$ cat src/rtl/sma_in.sv
// ---------------------------------------------------------------------------
// sma_in
//
// Avalon-MM slave parallel input port. This is the receive-side partner of
// the SMA output PIO. It brings an asynchronous external bus into the clk
// domain, latches the selected edges in a sticky capture register, and raises
// a maskable level interrupt for the Nios II.
//
// Parameters
//   WIDTH        number of input bits (1..32)
//   SYNC_STAGES  synchroniser flops per bit (2..4)
//   EDGE_TYPE    0 = rising, 1 = falling, 2 = any edge captured
//
// Ports
//   clk        system clock; all logic is on posedge
//   reset_n    asynchronous active-low reset
//   address    register select (0 DATA, 1 reserved, 2 IRQMASK, 3 EDGECAP)
//   chipselect slave select
//   write_n    active-low write strobe
//   writedata  write data
//   in_port    external asynchronous input bus
//   readdata   read data, combinational from address
//   irq        level interrupt, active high, registered
//
// Bus handshake: there are no wait states. A write is accepted on the clk
// edge where chipselect is high and write_n is low. readdata is a pure decode
// of address with zero latency. Reads have no side effects.
// ---------------------------------------------------------------------------
module sma_in #(
    parameter int WIDTH       = 1,
    parameter int SYNC_STAGES = 2,
    parameter int EDGE_TYPE   = 0
) (
    input  logic             clk,
    input  logic             reset_n,
    input  logic [1:0]       address,
    input  logic             chipselect,
    input  logic             write_n,
    input  logic [WIDTH-1:0] writedata,
    input  logic [WIDTH-1:0] in_port,
    output logic [WIDTH-1:0] readdata,
    output logic             irq
);

    localparam logic [1:0] ADDR_DATA    = 2'd0;
    localparam logic [1:0] ADDR_IRQMASK = 2'd2;
    localparam logic [1:0] ADDR_EDGECAP = 2'd3;

    // Synchroniser chain. Stage 0 is the metastability-catching flop, and the
    // last stage is the value the rest of the design uses.
    logic [WIDTH-1:0] sync_q [SYNC_STAGES];
    logic [WIDTH-1:0] sync;
    logic [WIDTH-1:0] prev_q;

    logic [WIDTH-1:0] irq_mask_q;
    logic [WIDTH-1:0] edge_capture_q;
    logic [WIDTH-1:0] edge_capture_d;
    logic             irq_q;

    logic [WIDTH-1:0] rise;
    logic [WIDTH-1:0] fall;
    logic [WIDTH-1:0] edge_det;
    logic [WIDTH-1:0] clear_bits;
    logic             wr_en;

    always_ff @(posedge clk or negedge reset_n) begin
        if (!reset_n) begin
            for (int i = 0; i < SYNC_STAGES; i++) begin
                sync_q[i] <= '0;
            end
        end else begin
            sync_q[0] <= in_port;
            for (int i = 1; i < SYNC_STAGES; i++) begin
                sync_q[i] <= sync_q[i-1];
            end
        end
    end

    assign sync = sync_q[SYNC_STAGES-1];

    // prev clears to 0 on reset. As a result, a bit that is already high
    // after reset is reported as a rising edge once the chain refills.
    always_ff @(posedge clk or negedge reset_n) begin
        if (!reset_n) begin
            prev_q <= '0;
        end else begin
            prev_q <= sync;
        end
    end

    assign rise = sync & ~prev_q;
    assign fall = ~sync & prev_q;

    always_comb begin
        edge_det = '0;
        case (EDGE_TYPE)
            0:       edge_det = rise;
            1:       edge_det = fall;
            default: edge_det = rise | fall;
        endcase
    end

    assign wr_en = chipselect & ~write_n;

    always_ff @(posedge clk or negedge reset_n) begin
        if (!reset_n) begin
            irq_mask_q <= '0;
        end else if (wr_en && (address == ADDR_IRQMASK)) begin
            irq_mask_q <= writedata;
        end
    end

    // Write-1-to-clear. An edge that arrives on the same cycle as a clear of
    // the same bit wins, so that event is never lost.
    always_comb begin
        clear_bits = '0;
        if (wr_en && (address == ADDR_EDGECAP)) begin
            clear_bits = writedata;
        end
    end

    assign edge_capture_d = edge_det | (edge_capture_q & ~clear_bits);

    always_ff @(posedge clk or negedge reset_n) begin
        if (!reset_n) begin
            edge_capture_q <= '0;
        end else begin
            edge_capture_q <= edge_capture_d;
        end
    end

    // irq is registered from the current capture and mask. It therefore
    // follows a capture set, a clear, or a mask write by one cycle. The mask
    // gates only irq: capture continues while a bit is masked.
    always_ff @(posedge clk or negedge reset_n) begin
        if (!reset_n) begin
            irq_q <= 1'b0;
        end else begin
            irq_q <= |(edge_capture_q & irq_mask_q);
        end
    end

    assign irq = irq_q;

    always_comb begin
        readdata = '0;
        case (address)
            ADDR_DATA:    readdata = sync;
            ADDR_IRQMASK: readdata = irq_mask_q;
            ADDR_EDGECAP: readdata = edge_capture_q;
            default:      readdata = '0;
        endcase
    end

endmodule

$ cat config.mk
export PLATFORM = sky130hd
export DESIGN_NAME = sma_in
export DESIGN_NICKNAME = d
export VERILOG_FILES = /design/src/rtl/sma_in.sv
export SDC_FILE = /design/constraint.sdc
export NUM_CORES = 1
export LEC_CHECK = 0
export CAP_MARGIN = 20
export CORE_AREA = 2 2 39 41
export DETAILED_ROUTE_END_ITERATION = 7
export DIE_AREA = 0 0 41 43
export GPL_TIMING_DRIVEN = 0
export HOLD_SLACK_MARGIN = 0.03
export PLACE_DENSITY = 0.42
export SYNTH_ARGS = -nofsm -noshare
export SYNTH_HDL_FRONTEND = slang
export SYNTH_SLANG_ARGS = --single-unit
$ cat constraint.sdc
create_clock -name clk -period 1.3 [get_ports clk]
set_input_delay 0.325 -clock clk [delete_from_list [all_inputs] [get_ports clk]]
set_output_delay 0.325 -clock clk [all_outputs]
set_load 0.005 [all_outputs]
==> results of run 1 <==
[per-stage QoR]
step | util [%] | instances | hold WS [ns]
6_report | 26.9 | 47 | 0.319
5_1_grt | 26.9 | 47 | 0.331
4_1_cts | 25.8 | 46 | 0.324
3_5_place_dp | 23.8 | 42 | 0.344
3_3_place_gp | 23.8 | 42 | 0.339
2_1_floorplan | - | 17 | 0.0294
[per-layer routing]
layer	GRT usage, %	vias to the layer above	wire length [µm]	share of wire (%)
met3	6.28	0	73	17
met4	2.00	0	0	0
met2	8.44	12	186	43
met1	5.67	84	169	39
li1	-	86	-	-
met5	0	-	0	0
[logic make-up (layout without fill, tap and decap cells)]
kind of cell,count (synthesis),in the layout,share of synthesized area (%)
flops,6,6,68.6
compound gates,3,3,8.00
buf+inv,1,15,1.71
mux,2,2,10.3
simple gates,5,5,11.4
[layout by cell type, fill, tap and decap left out]
cell type,Yosys,layout
dlymetal6s2s_1,0,1
clkbuf_4,0,3
mux2_1,2,1
nand2_2,0,1
dlygate4sd2_1,0,1
nand3b_1,1,1
nand2_1,2,1
dfrtp_1,6,6
buf_4,0,2
buf_2,0,1
o31ai_1,1,1
inv_1,1,1
and2_1,1,1
clkdlybuf4s50_1,0,5
o21ai_0,2,2
nor2_2,0,1
mux2_4,0,1
clkdlybuf4s15_1,0,1
[worst max path at each step]
stage                     depth (start not counted)  slack, ns  endpoint      startpoint
after floorplan                                   3       0.21  readdata  edge_capture_q
after global placement                            5      -0.78  readdata      address[0]
after detailed placement                          5      -0.78  readdata      address[0]
after CTS                                         4      -0.16  readdata      irq_mask_q
after global routing                              4      -0.22  readdata      irq_mask_q
final                                             5      -0.16  readdata      address[0]
[flip-flops by register name, indices dropped and copies added (netlist names)]
register / count
edge_capture_q: 1
irq: 1
irq_mask_q: 1
prev_q: 1
sync: 1
sync_q: 1
[power breakdown]
group,switching [mW],internal [mW]
clock,0.0620,0.104
sequential,0.00828,0.208
combinational,0.0251,0.0487
total,0.0955,0.361
[worst max-delay path, cell delays in order]
cell and delay (ns):
clkdlybuf4s15_1 0.26, mux2_4 0.32, nand2_2 0.05, o31ai_1 0.05
buf_2 0.12
[cell type report]
type                    count  area (µm²)
clock buffers               3        22.5
fillers                   143        1010
inverters                   1        3.75
multi-input cells          10        73.8
flip-flops and latches      6         150
well taps                  16        20.0
repair buffers             11         101
[timing repair]
action	4_1_cts	5_1_grt
endpoints found under the hold margin	0	0
gates cloned	0	0
endpoints found under the setup margin	2	2
pin swaps	1	2
buffers inserted	1	1
resized for setup	7	3
==> flow_metrics.env, run 1 <==
export IMPL_finalPower_uw=456
export IMPL_dr_pass1_iters=2
export IMPL_max_freq_ghz=0.684
export IMPL_critPathLaunchType="input pin"
export IMPL_dieWidth_um=41
export IMPL_yosysMostFrequentCell="dfrtp_1"
export IMPL_dieHeight_um=43
export IMPL_fin_crit_ns=1.46
export IMPL_ys_flop_type="dfrtp_1"
export IMPL_via_per_inst=3.87
export IMPL_start_util_pct=15.8
export IMPL_period_share_pct=112
export IMPL_ant_nets=0
export IMPL_synth_top_cell_by_area="dfrtp_1"
export IMPL_power_leakage_nw=0.171
export IMPL_grt_start_max_net_pins=7
export IMPL_synthesis_nets=25
export IMPL_io_buffer_count=9
export IMPL_max_cap_violations=0
export IMPL_synth_seq_cells=6
export IMPL_power_per_cell_area_nw_per_um2=1230
export IMPL_grt_setup_unrepaired="true"
export IMPL_fin_area_um2=372
export IMPL_antenna_found_initial=0
export IMPL_overflow=0
export IMPL_reg2regPathDepth=1
export IMPL_syn_area_per_cell_um2=12.9
export IMPL_ioPinCount=10
export IMPL_hold_viol_final=0
export IMPL_finalSetupTns_ns=-0.161
export IMPL_peakVddDrop_v=0.000422
export IMPL_outcome="finished, violations left"
export IMPL_reg2reg_slack_ns=0.52
export IMPL_clk_pin_slew_worst_paths_ns=0.04
export IMPL_post_route_drc_count=0
export IMPL_postSynthCellCount=17
export IMPL_dieArea_um2=1760
export IMPL_worstPathArrival_ns=1.14
export IMPL_first_iter_violations=3
export IMPL_first_global_vias=179
export IMPL_synth_warnings=0
export IMPL_dp_hpwl_um=314
export IMPL_grt_pass1_wl_um=655
export IMPL_yosysSeqAreaShare_pct=68.6
export IMPL_netlist_area_leader_share_pct=68.6
export IMPL_synth_edf_count=0
export IMPL_max_slew_margin_rel_pct=82.9
export IMPL_rows=14
export IMPL_worstPathRequired_ns=0.98
export IMPL_r2r_start="irq_mask_q"
export IMPL_antenna_cells=0
export IMPL_wl_per_cell_um=9.13
export IMPL_synth_commonest_cells="dfrtp_1 (6), mux2_1 (2), nand2_1 (2), o21ai_0 (2)"
export IMPL_synth_area_leaders="dfrtp_1 (69%), mux2_1 (10%), o21ai_0 (4.6%)"
export IMPL_holdCritPathClass="input pin to asynchronous set/reset pin"
export IMPL_cp_max_fo=4
export IMPL_synth_area_um2=219
export IMPL_cts_tree="yes"
export IMPL_routed_wirelength_um=429
export IMPL_insertion_delay_ns=0.24
export IMPL_failed_checks="negative setup slack"
export IMPL_core_area_um2=1380
export IMPL_slew_viol_final=0
export IMPL_setup_slack_ns=-0.161
export IMPL_layout_nets=41
export IMPL_grt_use_total_pct=5.99
export IMPL_setup_violations=1
export IMPL_async_flop_share_pct=100
export IMPL_crit_type="input pin to output port"
export IMPL_area_delta_synth_final_pct=69.7
export IMPL_drive_gt1_share_pct=29.0
export IMPL_cts_buffers=3
export IMPL_gp_congestion=0.527
export IMPL_placed_area_um2=329
export IMPL_vias=182
export IMPL_worst_clock_skew_ns=0.00168
export IMPL_dpl_worst_slack_ns=-0.785
export IMPL_endpoint_kind="output port"
export IMPL_clk_path_buf_depth=2
export IMPL_cts_root_buf="clkbuf_4"
export IMPL_worstMarginPinSlew_ns=0.256
export IMPL_cts_sinks=6
export IMPL_yosys_cell_types_count=9
export IMPL_htreeDepth=1
export IMPL_r2r_end="irq_mask_q"
export IMPL_holdBufCountCts=0
(Power assumes the default switching activity.)
==> inputs of run 2 (changes only) <==
Settings changed: ABC_CLOCK_PERIOD_IN_PS set to 1300, MAX_ROUTING_LAYER set to met4.
==> results of run 2 <==
Final layout, timing and power as in run 1 (identical DEF).
Among the figures that moved: final weighted congestion in routability-driven placement 0.527 -> 0.528; overall routing resource usage 5.99% -> 6.14%
==> inputs of run 3 (changes only) <==
Settings changed: DONT_BUFFER_PORTS set to 1, PLACE_DENSITY 0.42 to 0.32, SLEW_MARGIN set to 20.
==> run 3 against run 2 <==
- the run still ends with negative setup slack left
- sequential power barely moved
- setup slack improved by 0.11 ns
- core utilization down 5.9 points
- design area shrank 22%
- global-route usage grew 0.28 points
- sequential share of layout area rose by 11 points
- clock skew is 0.0072 ns higher
- total power fell by 6.5%
- non-clock buffer count is 9 lower
- routed wire length fell by 12%
- clock power about the same
- critical endpoint unchanged
- largest cell class unchanged
- largest power group unchanged
==> flow_metrics.env, run 3 (synthesized netlist as in run 1, its figures left out) <==
export IMPL_grt_setup_unrepaired="true"
export IMPL_peakVddDrop_v=0.000702
export IMPL_hold_viol_final=0
export IMPL_clkPwrFrac_pct=39.2
export IMPL_cts_buffers=3
export IMPL_routed_wirelength_um=379
export IMPL_dieHeight_um=43
export IMPL_wl_per_cell_um=9.97
export IMPL_start_util_pct=15.8
export IMPL_first_global_vias=152
export IMPL_cts_root_buf="clkbuf_4"
export IMPL_dr_pass1_iters=2
export IMPL_ant_nets=0
export IMPL_core_area_um2=1380
export IMPL_r2r_start="irq_mask_q"
export IMPL_swShare_pct=21.0
export IMPL_htreeDepth=1
export IMPL_path_cells="mux2_4 > nand2_2 > o31ai_2"
export IMPL_fin_crit_ns=1.35
export IMPL_cpMaxStageDelayCell="dfrtp_1"
export IMPL_final_cell_mix="dfrtp_1 (6), clkbuf_4 (3), o21ai_0 (2)"
export IMPL_critPathLaunchType="flip-flop"
export IMPL_cts_sinks=6
export IMPL_dieArea_um2=1760
export IMPL_area_delta_synth_final_pct=32.6
export IMPL_startpoint="irq_mask_q"
export IMPL_power_leakage_nw=0.125
export IMPL_ioPinCount=10
export IMPL_max_cap_violations=0
export IMPL_clk_path_buf_depth=2
export IMPL_finalPower_uw=426
export IMPL_switching_power_uw=89.4
export IMPL_antenna_cells=0
export IMPL_worstPathArrival_ns=1.03
export IMPL_period_share_pct=104
export IMPL_reg2reg_slack_ns=0.51
export IMPL_cp_max_fo=3
export IMPL_power_frac_seq_pct=51.2
export IMPL_holdCritPathClass="input pin to flip-flop"
export IMPL_crit_type="flip-flop to output port"
export IMPL_first_iter_violations=3
export IMPL_worst_clock_skew_ns=0.00888
export IMPL_r2r_end="irq_mask_q"
export IMPL_endpoint="readdata"
export IMPL_max_freq_ghz=0.739
export IMPL_dp_hpwl_um=281
export IMPL_layout_nets=32
export IMPL_post_route_drc_count=0
export IMPL_rows=14
export IMPL_slew_viol_final=0
export IMPL_layout_commonest_cell="dfrtp_1"
export IMPL_worstMarginPinSlew_ns=0.273
export IMPL_max_slew_margin_rel_pct=81.7
export IMPL_insertion_delay_ns=0.24
export IMPL_clk_pin_slew_worst_paths_ns=0.05
export IMPL_p_comb_share_pct=9.6
export IMPL_antenna_found_initial=0
export IMPL_worstPathRequired_ns=0.98
export IMPL_drive_gt1_share_pct=31.8
export IMPL_p_int_uw=337
export IMPL_failed_checks="negative setup slack"
export IMPL_max_stage_delay_ns=0.38
export IMPL_grt_use_total_pct=6.42
export IMPL_grt_pass1_wl_um=634
export IMPL_gp_congestion=0.625
export IMPL_power_per_cell_area_nw_per_um2=1470
export IMPL_setup_slack_ns=-0.0527
export IMPL_outcome="finished, violations left"
export IMPL_setup_violations=1
export IMPL_via_per_inst=3.84
export IMPL_placed_area_um2=239
export IMPL_dieWidth_um=41
export IMPL_fin_area_um2=290
export IMPL_endpoint_kind="output port"
export IMPL_io_buffer_count=0
export IMPL_cts_tree="yes"
export IMPL_grt_start_max_net_pins=7
export IMPL_overflow=0
export IMPL_vias=146
export IMPL_reg2regPathDepth=1
==> run 3: cell count changes in the layout (fill, tap and decap cells not counted), sizes merged <==
cell | before | now
dlygate4sd3 | 0 | 1
clkdlybuf4s15 | 1 | 0
dlygate4sd2 | 1 | 0
dlymetal6s2s | 1 | 0
clkdlybuf4s50 | 5 | 0
buf | 3 | 1
==> run 3: area by class of cell <==
class | count | area, µm²
fill | 147 | 1090
tap | 16 | 20.0
timing repair buffer | 2 | 17.5
clock buffer | 3 | 22.5
multi-input combinational | 10 | 76.3
sequential | 6 | 150
inverter | 1 | 3.75
==> run 3: worst min path at each step <==
stage	from	to	slack, ns	depth (start not counted)
floorplan	reset_n	edge_capture_q	0.03	0
global placement	reset_n	irq	0.03	0
detailed placement	reset_n	irq	0.03	0
CTS	in_port	sync_q[1]	0.11	0
global route	in_port	sync_q[1]	0.09	0
finish	in_port	sync_q[1]	0.12	0
==> run 3: critical path, delay by kind of cell (launching register included) <==
| family | cells | cell delay (ns) |
|---|---|---|
| compound gates | 1 | 0.06 |
| simple gates | 1 | 0.06 |
| mux | 1 | 0.28 |
| flops | 1 | 0.38 |
==> run 3: layer usage <==
layer	up-vias	GRT usage, %	part of all wire, %
li1	68	-	-
met1	68	5.90	36
met2	8	7.19	48
met3	2	9.42	14
met4	0	2.00	1.8
met5	-	-	0
==> run 3: power by group through the flow <==
stage / Clock [mW] / Combinational, mW / Sequential (mW)
finish: 0.167 / 0.0411 / 0.218
global route: 0.192 / 0.0467 / 0.221
CTS: 0.172 / 0.0417 / 0.219
detailed placement: 0 / 0.0248 / 0.221
global placement: 0 / 0.0247 / 0.221
floorplan: 0 / 0.0216 / 0.218
==> run 3: stage by stage <==
step | setup slack (ns) | std cells | util, % | hold slack (ns) | TNS (ns)
floorplan | 0.210 | 17 | - | 0.0294 | 0
global placement | 0.174 | 33 | 17.3 | 0.0295 | 0
detailed placement | 0.175 | 33 | 17.3 | 0.0296 | 0
CTS | -0.0564 | 38 | 21.0 | 0.109 | -0.0564
global route | -0.100 | 38 | 21.0 | 0.0905 | -0.100
finish | -0.0527 | 38 | 21.0 | 0.117 | -0.0527
==> run 3: what timing repair did <==
| item | in CTS | in global routing |
|---|---|---|
| hold endpoints to repair | 6 | 0 |
| gates resized for setup | 3 | 0 |
| setup endpoints to repair | 1 | 1 |
| setup buffers | 1 | 0 |
| hold buffers | 1 | 0 |
| pin swaps | 1 | 0 |
